File: config.mk
export PLATFORM = sky130hd
export DESIGN_NAME = dds_dac_packer_flat
export DESIGN_NICKNAME = d
export VERILOG_FILES = /design/src/rtl/dds_pkg.sv /design/src/rtl/dds_dac_packer_if.sv /design/src/rtl/dds_packer_fifo.sv /design/src/rtl/dds_dac_packer.sv /design/src/flat_wrapper.sv
export SDC_FILE = /design/constraint.sdc
export NUM_CORES = 1
export LEC_CHECK = 0
export CAP_MARGIN = 20
export CELL_PAD_IN_SITES_DETAIL_PLACEMENT = 0
export CELL_PAD_IN_SITES_GLOBAL_PLACEMENT = 1
export CORE_ASPECT_RATIO = 0.5
export CORE_MARGIN = 2
export CORE_UTILIZATION = 40
export DETAILED_ROUTE_END_ITERATION = 10
export PLACE_DENSITY = 0.64
export SETUP_SLACK_MARGIN = 0.05
export SLEW_MARGIN = 20
export SYNTH_ARGS = -nofsm -noshare
export SYNTH_HDL_FRONTEND = slang
export SYNTH_SLANG_ARGS = --single-unit
File: constraint.sdc
create_clock -name clk_i -period 5.5 [get_ports clk_i]
set_input_delay 1.375 -clock clk_i [delete_from_list [all_inputs] [get_ports clk_i]]
set_output_delay 1.375 -clock clk_i [all_outputs]
set_load 0.02 [all_outputs]
File: src/rtl/dds_pkg.sv
// Shared definitions for the DDS output path: pipeline depth, packer states
// and the packed-word width helper.
package dds_pkg;

  localparam int c_dds_pipe_depth = 8;

  typedef enum logic [1:0] {
    IDLE  = 2'd0,
    PRIME = 2'd1,
    RUN   = 2'd2
  } t_packer_state;

  function automatic int packed_width(input int sample_bits, input int samples_per_word);
    return sample_bits * samples_per_word;
  endfunction

endpackage

File: src/rtl/dds_dac_packer_if.sv
// Valid/ready stream carrying packed DAC words from the packer to the
// DAC/serializer; the packer is the master.
interface dds_dac_packer_if #(
  parameter int g_width = 48
) ();

  logic [g_width-1:0] data;
  logic               valid;
  logic               ready;

  modport master (output data, output valid, input ready);
  modport slave  (input data, input valid, output ready);

endinterface

File: src/rtl/dds_packer_fifo.sv
// Synchronous first-word fall-through FIFO; head reads as zero while empty.
module dds_packer_fifo #(
  parameter int g_width      = 48,
  parameter int g_depth_log2 = 4
) (
  input  logic                    clk_i,
  input  logic                    rst_i,
  input  logic                    push,
  input  logic                    pop,
  input  logic [g_width-1:0]      wdata,
  output logic [g_width-1:0]      head,
  output logic                    empty,
  output logic                    full,
  output logic [g_depth_log2:0]   level
);

  localparam int c_depth = 1 << g_depth_log2;
  localparam logic [g_depth_log2-1:0] c_ptr_one   = 1;
  localparam logic [g_depth_log2:0]   c_level_one = 1;
  localparam logic [g_depth_log2:0]   c_level_max = (g_depth_log2 + 1)'(c_depth);

  logic [g_width-1:0]      mem [c_depth];
  logic [g_depth_log2-1:0] wr_ptr;
  logic [g_depth_log2-1:0] rd_ptr;
  logic                    do_push;
  logic                    do_pop;

  assign empty   = (level == '0);
  assign full    = (level == c_level_max);
  assign do_push = push && !full;
  assign do_pop  = pop && !empty;
  assign head    = empty ? '0 : mem[rd_ptr];

  // NOTE: storage has no reset; only pointers and level do, and head is masked while empty.
  always_ff @(posedge clk_i) begin
    if (do_push) mem[wr_ptr] <= wdata;
  end

  always_ff @(posedge clk_i or posedge rst_i) begin
    if (rst_i) begin
      wr_ptr <= '0;
      rd_ptr <= '0;
      level  <= '0;
    end else begin
      if (do_push) wr_ptr <= wr_ptr + c_ptr_one;
      if (do_pop)  rd_ptr <= rd_ptr + c_ptr_one;
      unique case ({do_push, do_pop})
        2'b10:   level <= level + c_level_one;
        2'b01:   level <= level - c_level_one;
        default: level <= level;
      endcase
    end
  end

endmodule

File: src/rtl/dds_dac_packer.sv
// Paces the DDS with dreq pulses, drops priming samples, packs samples into
// DAC words and streams them out of a FIFO. Define DDS_PACKER_OFFSET_BINARY_EN
// to convert samples to offset binary before packing.
module dds_dac_packer
  import dds_pkg::*;
#(
  parameter int g_output_bits      = 12,
  parameter int g_samples_per_word = 4,
  parameter int g_fifo_depth_log2  = 4,
  parameter int g_prime_samples    = c_dds_pipe_depth
) (
  input  logic                         clk_i,
  input  logic                         rst_i,
  input  logic                         enable_i,
  input  logic [g_output_bits-1:0]     y_i,
  output logic                         dreq_o,
  input  logic                         clr_i,
  output logic                         underrun_o,
  output logic [g_fifo_depth_log2:0]   level_o,
  dds_dac_packer_if.master             dac
);

  localparam int c_word_bits  = packed_width(g_output_bits, g_samples_per_word);
  localparam int c_lane_bits  = (g_samples_per_word > 1) ? $clog2(g_samples_per_word) : 1;
  localparam int c_prime_bits = $clog2(g_prime_samples + 1);
  localparam logic [c_lane_bits-1:0]  c_lane_one  = 1;
  localparam logic [c_lane_bits-1:0]  c_last_lane = c_lane_bits'(g_samples_per_word - 1);
  localparam logic [c_prime_bits-1:0] c_prime_one = 1;
  localparam logic [c_prime_bits-1:0] c_last_prime = c_prime_bits'(g_prime_samples - 1);
  // Two free entries are required before a run-time dreq is issued.
  localparam logic [g_fifo_depth_log2:0] c_dreq_max_level =
    (g_fifo_depth_log2 + 1)'((1 << g_fifo_depth_log2) - 2);

  t_packer_state            state, state_nxt;
  logic                     enable_q;
  logic                     dreq_q;
  logic                     dreq_run_q;
  logic [c_lane_bits-1:0]   lane_q;
  logic [c_prime_bits-1:0]  prime_q;
  logic [c_word_bits-1:0]   word_q, word_nxt;
  logic                     pushed_q;
  logic [g_output_bits-1:0] sample;
  logic                     start, prime_cap, run_cap, fifo_push;
  logic                     fifo_empty, fifo_full, underrun_set;
  logic [c_word_bits-1:0]   fifo_head;

`ifdef DDS_PACKER_OFFSET_BINARY_EN
  assign sample = y_i ^ {1'b1, {(g_output_bits - 1){1'b0}}};
`else
  assign sample = y_i;
`endif

  assign start     = (state == IDLE) && enable_i && !enable_q;
  assign prime_cap = dreq_q && !dreq_run_q && (state == PRIME);
  // A capture belongs to the state its dreq was issued in, even after enable drops.
  assign run_cap   = dreq_q && dreq_run_q && !start;
  assign fifo_push = run_cap && (lane_q == c_last_lane);

  assign underrun_set = dac.ready && fifo_empty && (state == RUN) && pushed_q;
  assign dac.valid    = !fifo_empty;
  assign dac.data     = fifo_head;

  always_comb begin
    word_nxt = word_q;
    word_nxt[lane_q * g_output_bits +: g_output_bits] = sample;
  end

  // NOTE: every output of a combinational block is defaulted first so no latch is inferred.
  always_comb begin
    state_nxt = state;
    dreq_o    = 1'b0;
    unique case (state)
      IDLE: if (start) state_nxt = PRIME;
      PRIME: begin
        dreq_o = !dreq_q;
        if (!enable_i) state_nxt = IDLE;
        else if (prime_cap && prime_q == c_last_prime) state_nxt = RUN;
      end
      RUN: begin
        dreq_o = !dreq_q && (level_o <= c_dreq_max_level);
        if (!enable_i) state_nxt = IDLE;
      end
      default: state_nxt = IDLE;
    endcase
  end

  always_ff @(posedge clk_i or posedge rst_i) begin
    if (rst_i) begin
      state      <= IDLE;
      enable_q   <= 1'b0;
      dreq_q     <= 1'b0;
      dreq_run_q <= 1'b0;
      lane_q     <= '0;
      prime_q    <= '0;
      word_q     <= '0;
      pushed_q   <= 1'b0;
      underrun_o <= 1'b0;
    end else begin
      state      <= state_nxt;
      enable_q   <= enable_i;
      dreq_q     <= dreq_o;
      dreq_run_q <= (state == RUN);
      if (start) begin
        lane_q   <= '0;
        prime_q  <= '0;
        pushed_q <= 1'b0;
      end else begin
        if (prime_cap) prime_q <= prime_q + c_prime_one;
        if (run_cap) begin
          word_q <= word_nxt;
          lane_q <= (lane_q == c_last_lane) ? '0 : lane_q + c_lane_one;
        end
        if (fifo_push) pushed_q <= 1'b1;
      end
      if (underrun_set)  underrun_o <= 1'b1;
      else if (clr_i)    underrun_o <= 1'b0;
    end
  end

  always_ff @(posedge clk_i) begin
    if (!rst_i && fifo_push) assert (!fifo_full);
  end

  dds_packer_fifo #(
    .g_width      (c_word_bits),
    .g_depth_log2 (g_fifo_depth_log2)
  ) u_fifo (
    .clk_i (clk_i),
    .rst_i (rst_i),
    .push  (fifo_push),
    .pop   (!fifo_empty && dac.ready),
    .wdata (word_nxt),
    .head  (fifo_head),
    .empty (fifo_empty),
    .full  (fifo_full),
    .level (level_o)
  );

endmodule
File: src/flat_wrapper.sv
// flat-port wrapper written by rule: the top's interface ports become plain ports
module dds_dac_packer_flat import dds_pkg::*;
#(
  parameter int g_output_bits      = 12,
  parameter int g_samples_per_word = 4,
  parameter int g_fifo_depth_log2  = 4,
  parameter int g_prime_samples    = c_dds_pipe_depth
)
  (clk_i, rst_i, enable_i, y_i, dreq_o, clr_i, underrun_o, level_o, dac_data, dac_valid, dac_ready);
  dds_dac_packer_if dac_i ();
  input  logic clk_i;
  input  logic rst_i;
  input  logic enable_i;
  input  logic [g_output_bits-1:0] y_i;
  output logic dreq_o;
  input  logic clr_i;
  output logic underrun_o;
  output logic [g_fifo_depth_log2:0] level_o;
  output wire logic [$bits(dac_i.data)-1:0] dac_data;
  output wire logic [$bits(dac_i.valid)-1:0] dac_valid;
  input wire logic [$bits(dac_i.ready)-1:0] dac_ready;
  assign dac_data = dac_i.data;
  assign dac_valid = dac_i.valid;
  assign dac_i.ready = dac_ready;
  dds_dac_packer #(.g_output_bits(g_output_bits), .g_samples_per_word(g_samples_per_word), .g_fifo_depth_log2(g_fifo_depth_log2), .g_prime_samples(g_prime_samples)) u_core (.clk_i(clk_i), .rst_i(rst_i), .enable_i(enable_i), .y_i(y_i), .dreq_o(dreq_o), .clr_i(clr_i), .underrun_o(underrun_o), .level_o(level_o), .dac(dac_i));
endmodule
==> results summary, run 1 <==
The maximum count of clock buffers along a single path is 3. The number of CTS-inserted buffers came out at 78. Summed over all layers, the routed wires come to 76,600 µm.

The final routed DRC violation total came out at 0. The hold-fix buffer count after cts came out at 0. For this configuration, the core starts out at a cell density of 0.403. The critical path capture point type is an output pin.

The fraction of registers with async set/reset came out at 0.0879. The TritonCTS sink count came out at 842. The maximum clock skew at final layout is 0.0325 ns. The cell area after placement came out at 36,200 µm². The initial antenna violation count is 0. The shortest clock period the worst path allows after layout is 4.96 ns.

The largest net degree at the start of global routing is 61. The flip-flop and latch area came out at 24,900 µm². The count of flip-flops with a built-in enable after synthesis is 768. The number of I/O pins is 73.

Summing all non-filler instances in the final layout gives an area of 38,600 µm². Counting every net in the synthesized netlist gives 1,778. The die span in x is 415 µm. The tightest min-delay check is of the reg -> reg type. The maximum vdd ir drop is 0.250 mV. The number of hold-slack violations in the final timing report came out at 0.

The deepest level of the CTS H-tree is 3. The total power consumption of the routed design is 17.2 mW. For this run, the leading register cell type out of synthesis is edfxtp_1. The area of the mapped netlist came out at 33,700 µm².

The first detailed-routing pass ran for 5 iterations. The routed via count divided by cell count came out at 5.53. In the layout the commonest cells are edfxtp_1, mux4_2, nand3_1. The initialized floorplan defines 75 standard-cell rows. The layout has 7,029 filler cells. The total count of max-transition violations in the final report came out at 0. The CTS clock-pin slew for the worst setup and hold paths came out at 0.06 ns. The post-CTS resize count is 0. The fraction of the yosys area taken by sequential cells came out at 0.739. The total core area is 83,600 µm².

The flip-flop and latch count after synthesis is 842. The later pin in the worst-skew pair is clocked with a latency of 0.63 ns. TritonCTS built the clock tree. Across the run, the number of max-cap violations was 0.

The number of warnings printed during yosys synthesis came out at 0. The remaining antenna violation count after routing is 0. The final worst setup slack came out at 0.544 ns.

The synthesis-to-finish area growth came out at 14.6%. The die covers 86,700 µm². The number of setup buffers added after CTS is 0.

The launching element type of the critical path is a register. The initial detailed-routing violation count is 1,651. The final sum of negative setup slack came out at 0 ns.

The flow ran to the end, and the final reports show no timing, DRC or antenna violations. The final net count is 1,891. For this block, the via count after detailed routing is 16,800.

Setup repair after global routing left no endpoint under its margin. The number of diodes added for antenna fixing is 0. The multi-input combinational cells in the finished layout cover a total of 8230 µm². At the worst endpoint, the required time is 4.12 ns. The first global-routing pass estimated 115,000 µm of wire. The share of layout cells above drive strength 1 is 0.239. Dividing the detail-routed wire length by the instance count gives 25.3 µm.

The vertical extent of the die is 209 µm. The leakage power summed over all cells is 12.1 nW. The count of input and output buffers came out at 72.

The number of different library cells in the post-synthesis netlist came out at 51. The CTS root buffer is clkbuf_16. For the pin with the worst max-slew slack, the measured transition is 1.11 ns. The most frequent standard cell in the layout excluding fill and tap cells is edfxtp_1.

Timing analysis after detailed placement gives a worst setup slack of 1.02 ns. The via count of the first global-routing pass came out at 17,500. Of all nets on the critical path, the largest fanout is 60. The average instance area after synthesis is 19.3 µm².

The estimated wirelength of the detail-placed design came out at 43,700 µm. The number of instances in the synthesized netlist came out at 1,742. The weighted congestion at the end of routability-driven global placement came out at 0.790. The setup path with the least slack is of type reg -> out. The power density normalized to cell area is 446 nW/µm². The total setup violations reported at the end of the flow came out at 0. For this run, the top clock speed supported by timing is 0.202 GHz. The relative slew slack is 0.257. The final global-route overflow total is 0.

On the final layout, the worst hold slack is 0.484 ns. Dividing the final minimum period by the clock period gives 0.901. The total global-route track usage came out at 0.179. At the worst endpoint, the arrival time is 3.58 ns.
-- critical path, cell delays in order (launching register included) --
cell	delay, ns
dfrtp_4	1.11
buf_4	0.41
mux4_2	0.36
mux2_2	0.27
nand2_1	0.08
nand3_1	0.12
clkdlybuf4s50_1	0.55
-- sequential cells by signal, summed over array words and instances (netlist names) --
signal,flops
u_core.enable_q,1
u_core.dreq_q,1
u_core.word_q,48
u_core.prime_q,4
u_core.dreq_run_q,1
u_core.u_fifo.wr_ptr,4
u_core.lane_q,2
u_core.u_fifo.level,5
u_core.pushed_q,1
u_core.u_fifo.rd_ptr,4
u_core.u_fifo.mem,768
u_core.underrun_o,1
u_core.state,2
-- cell families (layout without fill, tap and decap cells) --
logic type,after synthesis,after routing,share of synthesized area
and+or+nand+nor,306,306,0.0461
muxes,258,258,0.151
adders and majority gates,19,19,0.00705
AOI/OAI and AO/OA,146,146,0.0317
DFF,842,842,0.739
buffers and inverters,157,331,0.0215
xor gates and xnor gates,14,14,0.00364
-- cell type report --
cell class                      count  area share
Tap cell                         1116      0.0361
Clock buffer                      107      0.0555
Inverter                           51     0.00499
Multi-Input combinational cell    743       0.213
Timing Repair Buffer              139      0.0381
Sequential cell                   842       0.645
Clock inverter                     34     0.00712
-- cells in the mapped netlist (6+ instances only) --
cell type | instances | area (µm²)
nor2_1 | 17 | 63.8
clkbuf_1 | 47 | 176
a211oi_1 | 12 | 90.1
xnor2_1 | 8 | 70.1
a211o_1 | 8 | 70.1
mux2_2 | 59 | 664
nand2_1 | 76 | 285
a21oi_1 | 15 | 75.1
inv_1 | 50 | 188
buf_1 | 11 | 41.3
nor2b_1 | 8 | 50.1
nand3_1 | 153 | 766
o21ai_0 | 11 | 55.1
mux4_2 | 186 | 4190
mux2i_1 | 7 | 70.1
buf_2 | 40 | 200
and2_1 | 15 | 93.8
xor2_1 | 6 | 52.6
a22o_1 | 48 | 420
nand3b_1 | 7 | 52.6
dfrtp_1 | 74 | 1850
nand4_1 | 6 | 37.5
o22ai_1 | 32 | 200
mux4_1 | 6 | 158
ha_1 | 19 | 238
edfxtp_1 | 768 | 23100
-- report_power, final --
group	leakage [nW]	internal, mW	switching, mW
registers	7.62	6.98	0.263
clock network	1.17	2.89	2.31
logic	3.31	2.31	2.46
total	12.1	12.2	5.04
-- metal layers --
metal	part of all wire	track usage	up-vias	wire, µm
li1	-	-	7314	-
met1	0.47	0.263	8960	35700
met2	0.47	0.283	400	36100
met3	0.044	0.0283	92	3390
met4	0.017	0.0413	0	1320
met5	0	0	-	0
-- stage by stage --
stage                      util  std cells
final                     0.462       3032
after global routing      0.462       3032
after CTS                 0.462       3032
after detailed placement  0.433       2891
after global placement    0.432       2890
after floorplan               -       1742
-- path summary, 6_finish.rpt --
| check | cells after the start | to | start | slack, ns |
|---|---|---|---|---|
| max reg2reg | 7 | u_core.u_fifo.mem[1][16] | u_core.lane_q[0] | 1.82 |
| max in group asynchronous | 3 | u_core.dreq_run_q | rst_i | 3.30 |
| max | 6 | dac_data[26] | u_core.u_fifo.rd_ptr[3] | 0.54 |
| min in group asynchronous | 2 | u_core.u_fifo.level[0] | rst_i | 1.22 |
| min reg2reg | 2 | u_core.pushed_q | u_core.pushed_q | 0.48 |
| min | 2 | u_core.pushed_q | u_core.pushed_q | 0.48 |
(Power assumes the default switching activity.)
==> inputs of run 2 (changes only) <==
--- a/config.mk
+++ b/config.mk
@@ -5,11 +5,11 @@
 export SDC_FILE = /design/constraint.sdc
 export NUM_CORES = 1
 export LEC_CHECK = 0
+export ABC_CLOCK_PERIOD_IN_PS = 5500
 export CAP_MARGIN = 20
 export CELL_PAD_IN_SITES_DETAIL_PLACEMENT = 0
 export CELL_PAD_IN_SITES_GLOBAL_PLACEMENT = 1
 export CORE_ASPECT_RATIO = 0.5
-export CORE_MARGIN = 2
 export CORE_UTILIZATION = 40
 export DETAILED_ROUTE_END_ITERATION = 10
 export PLACE_DENSITY = 0.64
==> run 2 against run 1 <==
Net effect: routed wire length is 1.8% higher; non-clock buffer count is 14 higher; utilization is 0.44 points higher; clock power is 4% lower; register-to-register slack worse by 0.40 ns; via count is 0.90% higher; sequential cell count stayed put; setup slack worse by 0.0078 ns; count of clock-buffer cells in the layout is 5 lower; sequential share of layout area is 0.25 points higher; power is 0.91% lower; critical path type unchanged; highest routed layer unchanged.
==> results summary, run 2 (synthesized netlist as in run 1, its figures left out) <==
The post-CTS resize count came out at 0 (unchanged). The total core area came out at 82,500 µm² (was 83,600 µm²). The sequential share of power came out at 0.426 (was 0.421). The initial antenna violation count is 0 (unchanged). The initial detailed-routing violation count was 1,625 (was 1,651). The internal cell power was 12.1 mW (was 12.2 mW). The estimated wirelength of the detail-placed design is 44,600 µm (was 43,700 µm). The hold-fix buffer count after cts is 0 (unchanged). The final sum of negative setup slack came to 0 ns (unchanged). The weighted congestion at the end of routability-driven global placement came out at 0.791 (was 0.790). Cell breakdown of the critical path: buf_4 > mux4_2 > mux2_2 > nand2_1 > nand3_1 > clkdlybuf4s50_1 (unchanged).

The final global-route overflow total is 0 (unchanged). The shortest clock period the worst path allows after layout came out at 4.96 ns (about the same). The number of diodes added for antenna fixing is 0 (unchanged). The minimum hold slack is 0.489 ns (was 0.484 ns). Unrepaired setup endpoints after global routing: false (unchanged). The flip-flop and latch area came out at 24,900 µm² (unchanged). The leakage power summed over all cells is 12.1 nW (about the same). The total wirelength of the detailed-routed design came out at 78,000 µm (was 76,600 µm). The maximum vdd ir drop came out at 0.321 mV (was 0.250 mV). The clock latency at the later pin of the worst-skew pair is 0.62 ns (was 0.63 ns). The slew at the pin with the worst max-slew slack came out at 1.18 ns (was 1.11 ns). The row count came out at 74 (was 75). The delay of the slowest critical-path stage was 0.96 ns (was 1.11 ns).

The first-pass GRT wire length is 116,000 µm (was 115,000 µm). The routed wire length per instance came out at 25.8 µm (was 25.3 µm). The deepest level of the CTS H-tree is 3 (unchanged).

The full die area came out at 85,500 µm² (was 86,700 µm²). The routed via count divided by cell count is 5.59 (was 5.53). The maximum clock skew at final layout came to 0.0121 ns (was 0.0325 ns). The post-CTS setup buffer count is 0 (unchanged). The maximum count of clock buffers along a single path came to 3 (unchanged). The total setup violations reported at the end of the flow came out at 0 (unchanged). The clock group share of total power came out at 0.293 (was 0.302). The final net count came out at 1,902 (was 1,891). The number of I/O pins came out at 73 (unchanged). The launching element type of the critical path is a register (unchanged).

The remaining antenna violation count after routing is 0 (unchanged). The effective utilization at floorplan came out at 0.409 (was 0.403). The arrival time of data at the critical path endpoint came out at 3.59 ns (was 3.58 ns). The number of flip-flops in the largest register came out at 768 (unchanged). The number of detailed-route iterations in the first pass came out at 5 (unchanged). The final routed DRC violation total is 0 (unchanged). The count of input and output buffers is 72 (unchanged).

The clock tree from TritonCTS is yes (unchanged). The portion of total power attributed to combinational logic came to 0.281 (was 0.277). The cell at the slowest stage of the critical path is dfrtp_4 (unchanged).

The switching portion of total power came to 0.293 (about the same). The share of layout cells above drive strength 1 is 0.243 (was 0.239). Regs by FF count: u_core.u_fifo.mem: 768 flops, u_core.word_q: 48 flops, u_core.u_fifo.level: 5 flops (unchanged).

The most frequent standard cell in the layout excluding fill and tap cells is edfxtp_1 (unchanged). The type of the worst setup path is reg -> out (unchanged). The switching power of the nets is 5.01 mW (was 5.04 mW). The total via count in the routed design was 16,900 (was 16,800). Highest-count cells in the layout ignoring fill and taps: edfxtp_1, mux4_2, nand3_1 (unchanged). The number of CTS-inserted buffers is 75 (was 78). The CTS root buffer was clkbuf_16 (unchanged). The relative slew slack is 0.211 (was 0.257). The path type of the worst min-delay path is reg -> reg (unchanged). The total count of max-transition violations in the final report came to 0 (unchanged).

The power density normalized to cell area came out at 443 nW/µm² (was 446 nW/µm²). The area of the multi-input gates was 8190 µm² (was 8230 µm²). The max-cap violation count came out at 0 (unchanged). The number of hold-slack violations in the final timing report is 0 (unchanged).

The data required time at the worst endpoint came to 4.12 ns (about the same). The die span in x is 413 µm (was 415 µm). The largest net degree at the start of global routing came out at 60 (was 61).

The highest achievable clock rate came out at 0.201 GHz (was 0.202 GHz). The total global-route track usage came out at 0.185 (was 0.179). Run status: complete, no violations (unchanged). The via count of the first global-routing pass came out at 17,200 (was 17,500). The vertical extent of the die is 207 µm (was 209 µm). The CTS clock-pin slew for the worst setup and hold paths came out at 0.07 ns (was 0.06 ns). The critical path capture point type is an output pin (unchanged). The TritonCTS sink count came to 842 (unchanged). The part of the cycle the worst path needs came out at 0.903 (was 0.901).

The fill cell total of the finished layout is 6,856 (was 7,029). The register with the most flip-flops was u_core.u_fifo.mem (unchanged). The largest fanout of any net on the critical path is 39 (was 60). The synthesis-to-finish area growth came out at 14.2% (was 14.6%).
==> run 2: cell count changes in the layout (fill, tap and decap cells not counted), moves of 4 or more <==
cell / delta
buf_12: -5
clkinv_2: +9
o22ai_2: -6
clkinv_1: -4
o22ai_1: +6
buf_4: +19
clkbuf_1: -5
==> run 2: critical path: cells and delay by family (launching register included) <==
family	cells	cell delay (ns)
simple gates	2	0.25
mux	2	0.80
flops	1	0.96
buf+inv	2	0.95
==> run 2: power by group through the flow <==
stage	logic [mW]	clock network, mW	registers (mW)
finish	4.79	5.00	7.27
global route	5.14	5.33	7.28
CTS	4.91	5.11	7.27
detailed placement	4.89	0	7.41
global placement	4.91	0	7.41
floorplan	3.35	0	7.17
==> run 2: layer usage <==
metal | wire [µm] | vias to the layer above | track usage
li1 | - | 7328 | -
met1 | 36500 | 9154 | 0.274
met2 | 36700 | 345 | 0.285
met3 | 3160 | 90 | 0.0275
met4 | 1580 | 0 | 0.0480
met5 | 0 | - | 0
==> run 2: area by class of cell <==
cell class,count,share of cell area
Sequential cell,842,0.648
Multi-Input combinational cell,743,0.213
Clock buffer,102,0.0547
Timing Repair Buffer,153,0.0394
Tap cell,1102,0.0358
Inverter,51,0.00497
Clock inverter,32,0.00471
==> run 2: path summary, 6_finish.rpt <==
| kind | from | endpoint | slack [ns] | cells past startpoint |
|---|---|---|---|---|
| max | u_core.u_fifo.rd_ptr[1] | dac_data[44] | 0.54 | 6 |
| min | u_core.word_q[37] | u_core.word_q[37] | 0.49 | 2 |
| max reg2reg | u_core.lane_q[0] | u_core.u_fifo.mem[3][27] | 1.42 | 5 |
| min reg2reg | u_core.word_q[37] | u_core.word_q[37] | 0.49 | 2 |
| max in group asynchronous | rst_i | u_core.word_q[38] | 3.37 | 3 |
| min in group asynchronous | rst_i | u_core.u_fifo.level[0] | 1.28 | 2 |
==> run 2: metrics by stage <==
stage | util | worst slack [ns] | cells | cell area, µm² | power, mW
global route | 0.466 | 0.385 | 3025 | 38500 | 17.8
global placement | 0.438 | 1.03 | 2891 | 36200 | 12.3
CTS | 0.466 | 0.428 | 3025 | 38500 | 17.3
floorplan | - | 0.757 | 1742 | 33700 | 10.5
detailed placement | 0.438 | 1.01 | 2891 | 36200 | 12.3
finish | 0.466 | 0.536 | 3025 | 38500 | 17.1
